**src/rtl/add_round_key_stage_pkg.sv**
```systemverilog
// Shared AES round-pipeline constants and types for the AddRoundKey stage.
package add_round_key_stage_pkg;

  localparam int AES_NUM_ROUNDS_128 = 10;
  localparam int AES_NUM_ROUNDS_192 = 12;
  localparam int AES_NUM_ROUNDS_256 = 14;
  localparam int AES_DATA_WIDTH     = 128;

  typedef logic [AES_DATA_WIDTH-1:0] aes_state_t;
  typedef logic [AES_DATA_WIDTH-1:0] aes_key_t;

  // Index width wide enough to address round keys 0..num_rounds.
  function automatic int round_idx_w(input int num_rounds);
    return $clog2(num_rounds + 1);
  endfunction

endpackage

```
**src/rtl/add_round_key_stage_if.sv**
```systemverilog
// Key-load port plus valid/ready state stream for the AddRoundKey stage.
interface add_round_key_stage_if
  import add_round_key_stage_pkg::*;
#(
  parameter int DATA_WIDTH = AES_DATA_WIDTH,
  parameter int NUM_ROUNDS = AES_NUM_ROUNDS_128
);
  localparam int RW = round_idx_w(NUM_ROUNDS);

  logic                  key_wr_en;
  logic [RW-1:0]         key_wr_addr;
  logic [DATA_WIDTH-1:0] key_wr_data;
  logic                  key_wr_err;
  logic                  keys_loaded;

  logic                  ark_valid_in;
  logic                  ark_ready_out;
  logic [DATA_WIDTH-1:0] state_in;

  logic                  ark_valid_out;
  logic                  ark_ready_in;
  logic [DATA_WIDTH-1:0] state_out;
  logic [RW-1:0]         round_out;
  logic                  last_out;

  modport master (
    output key_wr_en, key_wr_addr, key_wr_data, ark_valid_in, state_in, ark_ready_in,
    input  key_wr_err, keys_loaded, ark_ready_out, ark_valid_out, state_out, round_out, last_out
  );

  modport slave (
    input  key_wr_en, key_wr_addr, key_wr_data, ark_valid_in, state_in, ark_ready_in,
    output key_wr_err, keys_loaded, ark_ready_out, ark_valid_out, state_out, round_out, last_out
  );

endinterface

```
**src/rtl/add_round_key_stage_round_key_store.sv**
```systemverilog
// Round-key register file: one write port, combinational read, per-entry loaded mask.
module round_key_store #(
  parameter int DATA_WIDTH = 128,
  parameter int NUM_ROUNDS = 10,
  parameter int RW         = 4
) (
  input  logic                  clk,
  input  logic                  rst,
  input  logic                  clr,
  input  logic                  wr_en,
  input  logic [RW-1:0]         wr_addr,
  input  logic [DATA_WIDTH-1:0] wr_data,
  input  logic [RW-1:0]         rd_addr,
  output logic [DATA_WIDTH-1:0] rd_data,
  output logic [NUM_ROUNDS:0]   mask
);

  logic [NUM_ROUNDS:0][DATA_WIDTH-1:0] keys;

  always_ff @(posedge clk or negedge rst) begin
    if (!rst) begin
      keys <= '0;
      mask <= '0;
    end else if (clr) begin
      keys <= '0;
      mask <= '0;
    end else begin
      for (int i = 0; i <= NUM_ROUNDS; i++) begin
        if (wr_en && (wr_addr == RW'(i))) begin
          keys[i] <= wr_data;
          mask[i] <= 1'b1;
        end
      end
    end
  end

  // rd_addr is the round counter, which never exceeds NUM_ROUNDS.
  assign rd_data = keys[rd_addr];

endmodule

```
**src/rtl/add_round_key_stage.sv**
```systemverilog
// AES AddRoundKey pipeline stage: state ^ key[round], 1-cycle registered, valid/ready.
// Optional ARK_KEY_ZEROIZE_EN adds a key_zeroize input that wipes keys and in-flight state.
module add_round_key_stage
  import add_round_key_stage_pkg::*;
#(
  parameter int DATA_WIDTH = AES_DATA_WIDTH,
  parameter int NUM_ROUNDS = AES_NUM_ROUNDS_128
) (
  input logic clk,
  input logic rst,
`ifdef ARK_KEY_ZEROIZE_EN
  input logic key_zeroize,
`endif
  add_round_key_stage_if.slave ark
);

  localparam int            RW       = round_idx_w(NUM_ROUNDS);
  localparam logic [RW-1:0] LAST_RND = RW'(NUM_ROUNDS);

  logic                  zeroize;
  logic [RW-1:0]         round_cnt;
  logic [DATA_WIDTH-1:0] rnd_key;
  logic [NUM_ROUNDS:0]   key_mask;

  logic                  vld_q;
  logic [DATA_WIDTH-1:0] state_q;
  logic [RW-1:0]         round_q;
  logic                  last_q;
  logic                  err_q;

  logic busy, addr_ok, key_wr_ok, keys_loaded, ready, accept, drain;

`ifdef ARK_KEY_ZEROIZE_EN
  assign zeroize = key_zeroize;
`else
  assign zeroize = 1'b0;
`endif

  // Keys may only change between blocks so a block never mixes old and new keys.
  assign busy        = (round_cnt != '0) || vld_q;
  assign addr_ok     = (ark.key_wr_addr <= LAST_RND);
  assign key_wr_ok   = ark.key_wr_en && !busy && addr_ok && !zeroize;
  assign keys_loaded = &key_mask;

  assign ready  = keys_loaded && !ark.key_wr_en && !zeroize && (!vld_q || ark.ark_ready_in);
  assign accept = ark.ark_valid_in && ready;
  assign drain  = vld_q && ark.ark_ready_in;

  round_key_store #(
    .DATA_WIDTH (DATA_WIDTH),
    .NUM_ROUNDS (NUM_ROUNDS),
    .RW         (RW)
  ) u_key_store (
    .clk     (clk),
    .rst     (rst),
    .clr     (zeroize),
    .wr_en   (key_wr_ok),
    .wr_addr (ark.key_wr_addr),
    .wr_data (ark.key_wr_data),
    .rd_addr (round_cnt),
    .rd_data (rnd_key),
    .mask    (key_mask)
  );

  always_ff @(posedge clk or negedge rst) begin
    if (!rst) begin
      round_cnt <= '0;
      vld_q     <= 1'b0;
      state_q   <= '0;
      round_q   <= '0;
      last_q    <= 1'b0;
      err_q     <= 1'b0;
    end else begin
      err_q <= ark.key_wr_en && !zeroize && !key_wr_ok;
      if (zeroize) begin
        round_cnt <= '0;
        vld_q     <= 1'b0;
        state_q   <= '0;
        round_q   <= '0;
        last_q    <= 1'b0;
      end else if (accept) begin
        state_q   <= ark.state_in ^ rnd_key;
        round_q   <= round_cnt;
        last_q    <= (round_cnt == LAST_RND);
        vld_q     <= 1'b1;
        round_cnt <= (round_cnt == LAST_RND) ? '0 : round_cnt + RW'(1);
      end else if (drain) begin
        vld_q <= 1'b0;
      end
    end
  end

  assign ark.ark_ready_out = ready;
  assign ark.ark_valid_out = vld_q;
  assign ark.state_out     = state_q;
  assign ark.round_out     = round_q;
  assign ark.last_out      = last_q;
  assign ark.key_wr_err    = err_q;
  assign ark.keys_loaded   = keys_loaded;

endmodule
```
**src/flat_wrapper.sv**
```systemverilog
// flat-port wrapper written by rule: the top's interface ports become plain ports
module add_round_key_stage_flat import add_round_key_stage_pkg::*;
#(
  parameter int DATA_WIDTH = AES_DATA_WIDTH,
  parameter int NUM_ROUNDS = AES_NUM_ROUNDS_128
)
  (clk, rst, ark_key_wr_en, ark_key_wr_addr, ark_key_wr_data, ark_ark_valid_in, ark_state_in, ark_ark_ready_in, ark_key_wr_err, ark_keys_loaded, ark_ark_ready_out, ark_ark_valid_out, ark_state_out, ark_round_out, ark_last_out);
  add_round_key_stage_if #(.DATA_WIDTH(DATA_WIDTH), .NUM_ROUNDS(NUM_ROUNDS)) ark_i ();
  input logic clk;
  input logic rst;
  input wire logic [$bits(ark_i.key_wr_en)-1:0] ark_key_wr_en;
  input wire logic [$bits(ark_i.key_wr_addr)-1:0] ark_key_wr_addr;
  input wire logic [$bits(ark_i.key_wr_data)-1:0] ark_key_wr_data;
  input wire logic [$bits(ark_i.ark_valid_in)-1:0] ark_ark_valid_in;
  input wire logic [$bits(ark_i.state_in)-1:0] ark_state_in;
  input wire logic [$bits(ark_i.ark_ready_in)-1:0] ark_ark_ready_in;
  output wire logic [$bits(ark_i.key_wr_err)-1:0] ark_key_wr_err;
  output wire logic [$bits(ark_i.keys_loaded)-1:0] ark_keys_loaded;
  output wire logic [$bits(ark_i.ark_ready_out)-1:0] ark_ark_ready_out;
  output wire logic [$bits(ark_i.ark_valid_out)-1:0] ark_ark_valid_out;
  output wire logic [$bits(ark_i.state_out)-1:0] ark_state_out;
  output wire logic [$bits(ark_i.round_out)-1:0] ark_round_out;
  output wire logic [$bits(ark_i.last_out)-1:0] ark_last_out;
  assign ark_i.key_wr_en = ark_key_wr_en;
  assign ark_i.key_wr_addr = ark_key_wr_addr;
  assign ark_i.key_wr_data = ark_key_wr_data;
  assign ark_i.ark_valid_in = ark_ark_valid_in;
  assign ark_i.state_in = ark_state_in;
  assign ark_i.ark_ready_in = ark_ark_ready_in;
  assign ark_key_wr_err = ark_i.key_wr_err;
  assign ark_keys_loaded = ark_i.keys_loaded;
  assign ark_ark_ready_out = ark_i.ark_ready_out;
  assign ark_ark_valid_out = ark_i.ark_valid_out;
  assign ark_state_out = ark_i.state_out;
  assign ark_round_out = ark_i.round_out;
  assign ark_last_out = ark_i.last_out;
  add_round_key_stage #(.DATA_WIDTH(DATA_WIDTH), .NUM_ROUNDS(NUM_ROUNDS)) u_core (.clk(clk), .rst(rst), .ark(ark_i));
endmodule
```
**config.mk**
```make
export PLATFORM = sky130hd
export DESIGN_NAME = add_round_key_stage_flat
export DESIGN_NICKNAME = d
export VERILOG_FILES = /design/src/rtl/add_round_key_stage_pkg.sv /design/src/rtl/add_round_key_stage_if.sv /design/src/rtl/add_round_key_stage_round_key_store.sv /design/src/rtl/add_round_key_stage.sv /design/src/flat_wrapper.sv
export SDC_FILE = /design/constraint.sdc
export NUM_CORES = 2
export LEC_CHECK = 0
export ABC_AREA = 0
export ABC_CLOCK_PERIOD_IN_PS = 2300
export CORE_MARGIN = 2
export CORE_UTILIZATION = 45
export CTS_CLUSTER_SIZE = 25
export DETAILED_ROUTE_END_ITERATION = 8
export PLACE_DENSITY = 0.77
export SETUP_SLACK_MARGIN = 0.3
export SYNTH_ARGS = -nofsm -noshare
export SYNTH_HDL_FRONTEND = slang
export SYNTH_SLANG_ARGS = --single-unit
```
**constraint.sdc**
```tcl
create_clock -name clk -period 2.3 [get_ports clk]
set_clock_uncertainty 0.05 [all_clocks]
set_input_delay 0.345 -clock clk [delete_from_list [all_inputs] [get_ports clk]]
set_output_delay 0.345 -clock clk [all_outputs]
set_load 0.01 [all_outputs]
```
==> flow_summary_export.csv <==
group,metric,value,unit
power_and_ir_drop,combPwrFrac,24.6,%
clock_tree,cts.sinks,1558,
setup_path,cp.required,2.92,ns
cells_and_area,syn2layout_area_growth,23.51,%
sta,hold_viol,0,
setup_path,crit_arrival,3.23,ns
clock_tree,numCtsBuffers,167,
setup_path,ff2ff_setup_slack,-0.31,ns
place,dp.cells,7737,
floorplan,ios,402,
sta,setup_viol,1382,
global_routing,gr-total-overflow,0,
sta,slew_viol_final,0,
logic_synthesis,syn_inst,5374,
logic_synthesis,ys_seq_elements,1558,
setup_path,r2r_start,"u_core.round_cnt[0]",
logic_synthesis,synth.net_count,5639,
sta,maxSlewHeadroom,45.90,%
status,status,"complete, but fails checks",
place,dp_hpwl,126200,um
floorplan,die_h,406.7,um
route,dr.pass1.iters,6,
place,placed_cell_area,82130,sq um
sta,worstMarginPinSlew,0.8115,ns
clock_tree,htreeDepth,4,
logic_synthesis,avgSynthCellArea,13.58,sq um
route,drt_iter0_drc,4394,
global_routing,grt_max_degree,109,
power_and_ir_drop,p_sw,24950,uW
power_and_ir_drop,p_leak,0.03756,uW
status,violations,"setup timing",
setup_path,reg2reg_to,"u_core.u_key_store.keys[565]",
power_and_ir_drop,ir_worst_vdd,737.1,uV
global_routing,grt_pass1_wl,309200,um
cells_and_area,final_nets,6103,
cells_and_area,design_area,90120,sq um
floorplan,start_util,45.39,%
power_and_ir_drop,pwr-share-seq,44.3,%
sta,fin_setup_tns,-153.49,ns
sta,rsz0062_at_grt,"true",
clock_tree,cts_tree,"done",
global_routing,antenna_found_initial,15,
setup_path,critical_path_class,"flip-flop to flip-flop",
flow_run,cap_violations,0,
setup_path,crit_path_end_kind,"flip-flop",
clock_tree,clk_pin_slew,0.06,ns
logic_synthesis,synth_top_area_share,53.43,%
cells_and_area,final_cell_mix,"dfrtp_1 (1,554), mux2_2 (1,263), clkdlybuf4s50_1 (398)",
floorplan,coreArea,160800,sq um
setup_path,r2r_cells,7,
cells_and_area,instances_no_fill,8136,
global_routing,grt_usage,24.26,%
route,postRouteAntennaNets,0,
power_and_ir_drop,cellPowerDensity,973.3,nW/um^2
place,port_buffers,401,
sta,fin_ws,-0.3050,ns
power_and_ir_drop,switching_share,28.44,%
logic_synthesis,synth_top_area_cell,"dfrtp_1",
worst_hold_path,hp-class,"primary input to async pin",
logic_synthesis,ys_seq_area_share,53.43,%
route,drt_wl_total,208300,um
power_and_ir_drop,p_total,87720,uW
floorplan,placementRows,147,
floorplan,die_x,406.7,um
cells_and_area,drive_above_1_share,39.20,%
clock_tree,root_buffer,"clkbuf_16",
sta,fmax,0.3839,GHz
setup_path,path_max_fanout,41,
logic_synthesis,synth_cell_types,41,
power_and_ir_drop,intPower,62770,uW
route,wl_per_cell,25.60,um
global_routing,first_global_vias,51110,
sta,period_minus_slack,2.605,ns
cells_and_area,final_common_cell,"dfrtp_1",
route,vias,48800,
floorplan,die_area,165400,sq um
clock_tree,clkLatencyLatePin,0.81,ns
power_and_ir_drop,p_clk_share,31.1,%
logic_synthesis,yosys_warnings,0,
logic_synthesis,synth_area,72960,sq um
logic_synthesis,synth.area.top_cells,"dfrtp_1 (53%), mux2_2 (20%), mux4_2 (7.9%)",
route,routed_via_density,5.999,
place,place_congestion,0.8448,
setup_path,cp-start-kind,"flip-flop",
clock_tree,clock_path_buffers,3,
sta,period_share,113.3,%
route,drc,0,
==> metal layers <==
| metal | track usage (%) | up-vias | wire [um] |
|---|---|---|---|
| li1 | - | 20790 | - |
| met1 | 31.28 | 25900 | 84670 |
| met2 | 40.60 | 1686 | 103800 |
| met3 | 4.231 | 424 | 12370 |
| met4 | 9.831 | 12 | 7377 |
| met5 | 0 | - | 64 |
==> sequential cells by signal (all words and copies together), names as in the netlist <==
signal and cells:
u_core.ark.state_out 128, u_core.ark.last_out 1, u_core.ark.round_out 4, u_core.u_key_store.mask 11
u_core.ark.ark_valid_out 1, u_core.u_key_store.keys 1408, u_core.round_cnt 4, u_core.ark.key_wr_err 1
==> final cells by class <==
cell class | count | area, sq um
clock inverter | 56 | 718.2
clock buffer | 242 | 4862
multi-input combinational | 3145 | 31790
antenna | 9 | 22.52
sequential | 1558 | 39000
inverter | 129 | 484.2
fill | 12440 | 70630
tap | 2160 | 2703
timing repair buffer | 837 | 10540
==> worst max path at each step <==
| stage | start | endpoint | slack [ns] | cells past startpoint |
|---|---|---|---|---|
| 2_1_floorplan | u_core.round_cnt[1] | u_core.u_key_store.keys[1000] | 0.23 | 8 |
| 3_3_place_gp | ark_key_wr_en | u_core.round_cnt[1] | -0.30 | 6 |
| 3_5_place_dp | ark_key_wr_en | u_core.round_cnt[1] | -0.30 | 6 |
| 4_1_cts | u_core.round_cnt[2] | u_core.u_key_store.keys[1071] | -0.25 | 8 |
| 5_1_grt | u_core.round_cnt[0] | u_core.u_key_store.keys[561] | -0.30 | 7 |
| 6_report | u_core.round_cnt[0] | u_core.u_key_store.keys[565] | -0.31 | 7 |
==> metrics by stage <==
step	setup WS, ns	hold slack [ns]	utilization [%]
finish	-0.3050	0.08750	56.06
global route	-0.3013	0.07477	56.06
CTS	-0.2460	0.04798	55.25
detailed placement	-0.2973	0.2470	51.09
global placement	-0.3027	0.2515	51.09
floorplan	0.2259	-0.0005911	-
==> worst max-delay path, stage by stage (launching register included) <==
cell and delay [ns]:
dfrtp_4 0.50, nor4_4 0.37, nand3b_4 0.19, nor3b_4 0.27, buf_6 0.19, nand2_4 0.17
buf_12 0.26, mux2_2 0.35
==> Yosys cell counts <==
| cell | n |
|---|---|
| a31o_2 | 1 |
| mux2i_1 | 128 |
| mux2_1 | 144 |
| o31ai_1 | 1 |
| mux2_2 | 1264 |
| nor4b_1 | 1 |
| nand4_1 | 2 |
| a22o_1 | 1 |
| or2_1 | 1 |
| inv_1 | 129 |
| dfrtp_1 | 1558 |
| o21a_1 | 129 |
| clkbuf_1 | 336 |
| nand3_1 | 4 |
| nor3b_1 | 1 |
| o211ai_1 | 128 |
| nor3_2 | 1 |
| a31oi_1 | 128 |
| or2_2 | 1 |
| nand3b_1 | 128 |
| nor2_1 | 3 |
| nand2_1 | 280 |
| nor3_1 | 128 |
| mux4_2 | 256 |
| nand2b_1 | 14 |
| nor3b_2 | 2 |
| buf_2 | 184 |
| o22a_1 | 128 |
| nor2b_1 | 5 |
| buf_4 | 13 |
| xnor2_1 | 1 |
| nor2_2 | 1 |
| buf_1 | 9 |
| nor4_1 | 128 |
| and4_1 | 1 |
| or4b_1 | 1 |
| a21oi_1 | 1 |
| o21ai_0 | 130 |
| nor4_2 | 1 |
| a21o_1 | 1 |
| nand3b_2 | 1 |
==> power groups by stage <==
stage	Combinational [uW]	Clock, uW	Sequential [uW]
finish	21600	27300	38900
CTS	21200	27700	38600
global placement	19900	0	38500
global route	22900	28900	39600
detailed placement	20600	0	39000
floorplan	13400	0	37900
==> cell families after synthesis <==
group                  share of synthesized area (%)
XOR/XNOR                                     0.01201
AND/OR/NAND/NOR                                5.110
multiplexers                                   31.39
buffers and inverters                          3.834
flip-flops                                     53.43
AO/OA/AOI/OAI                                  6.221
==> repair_timing <==
action | in CTS | in global routing
hold buffers | 1 | 0
pin swaps | 7 | 8
gates cloned | 17 | 28
endpoints found under the setup margin | 1693 | 1694
gates resized for setup | 85 | 68
hold endpoints to repair | 1095 | 0
setup buffers | 21 | 25
No activity file was read; power rests on OpenSTA's default activity.
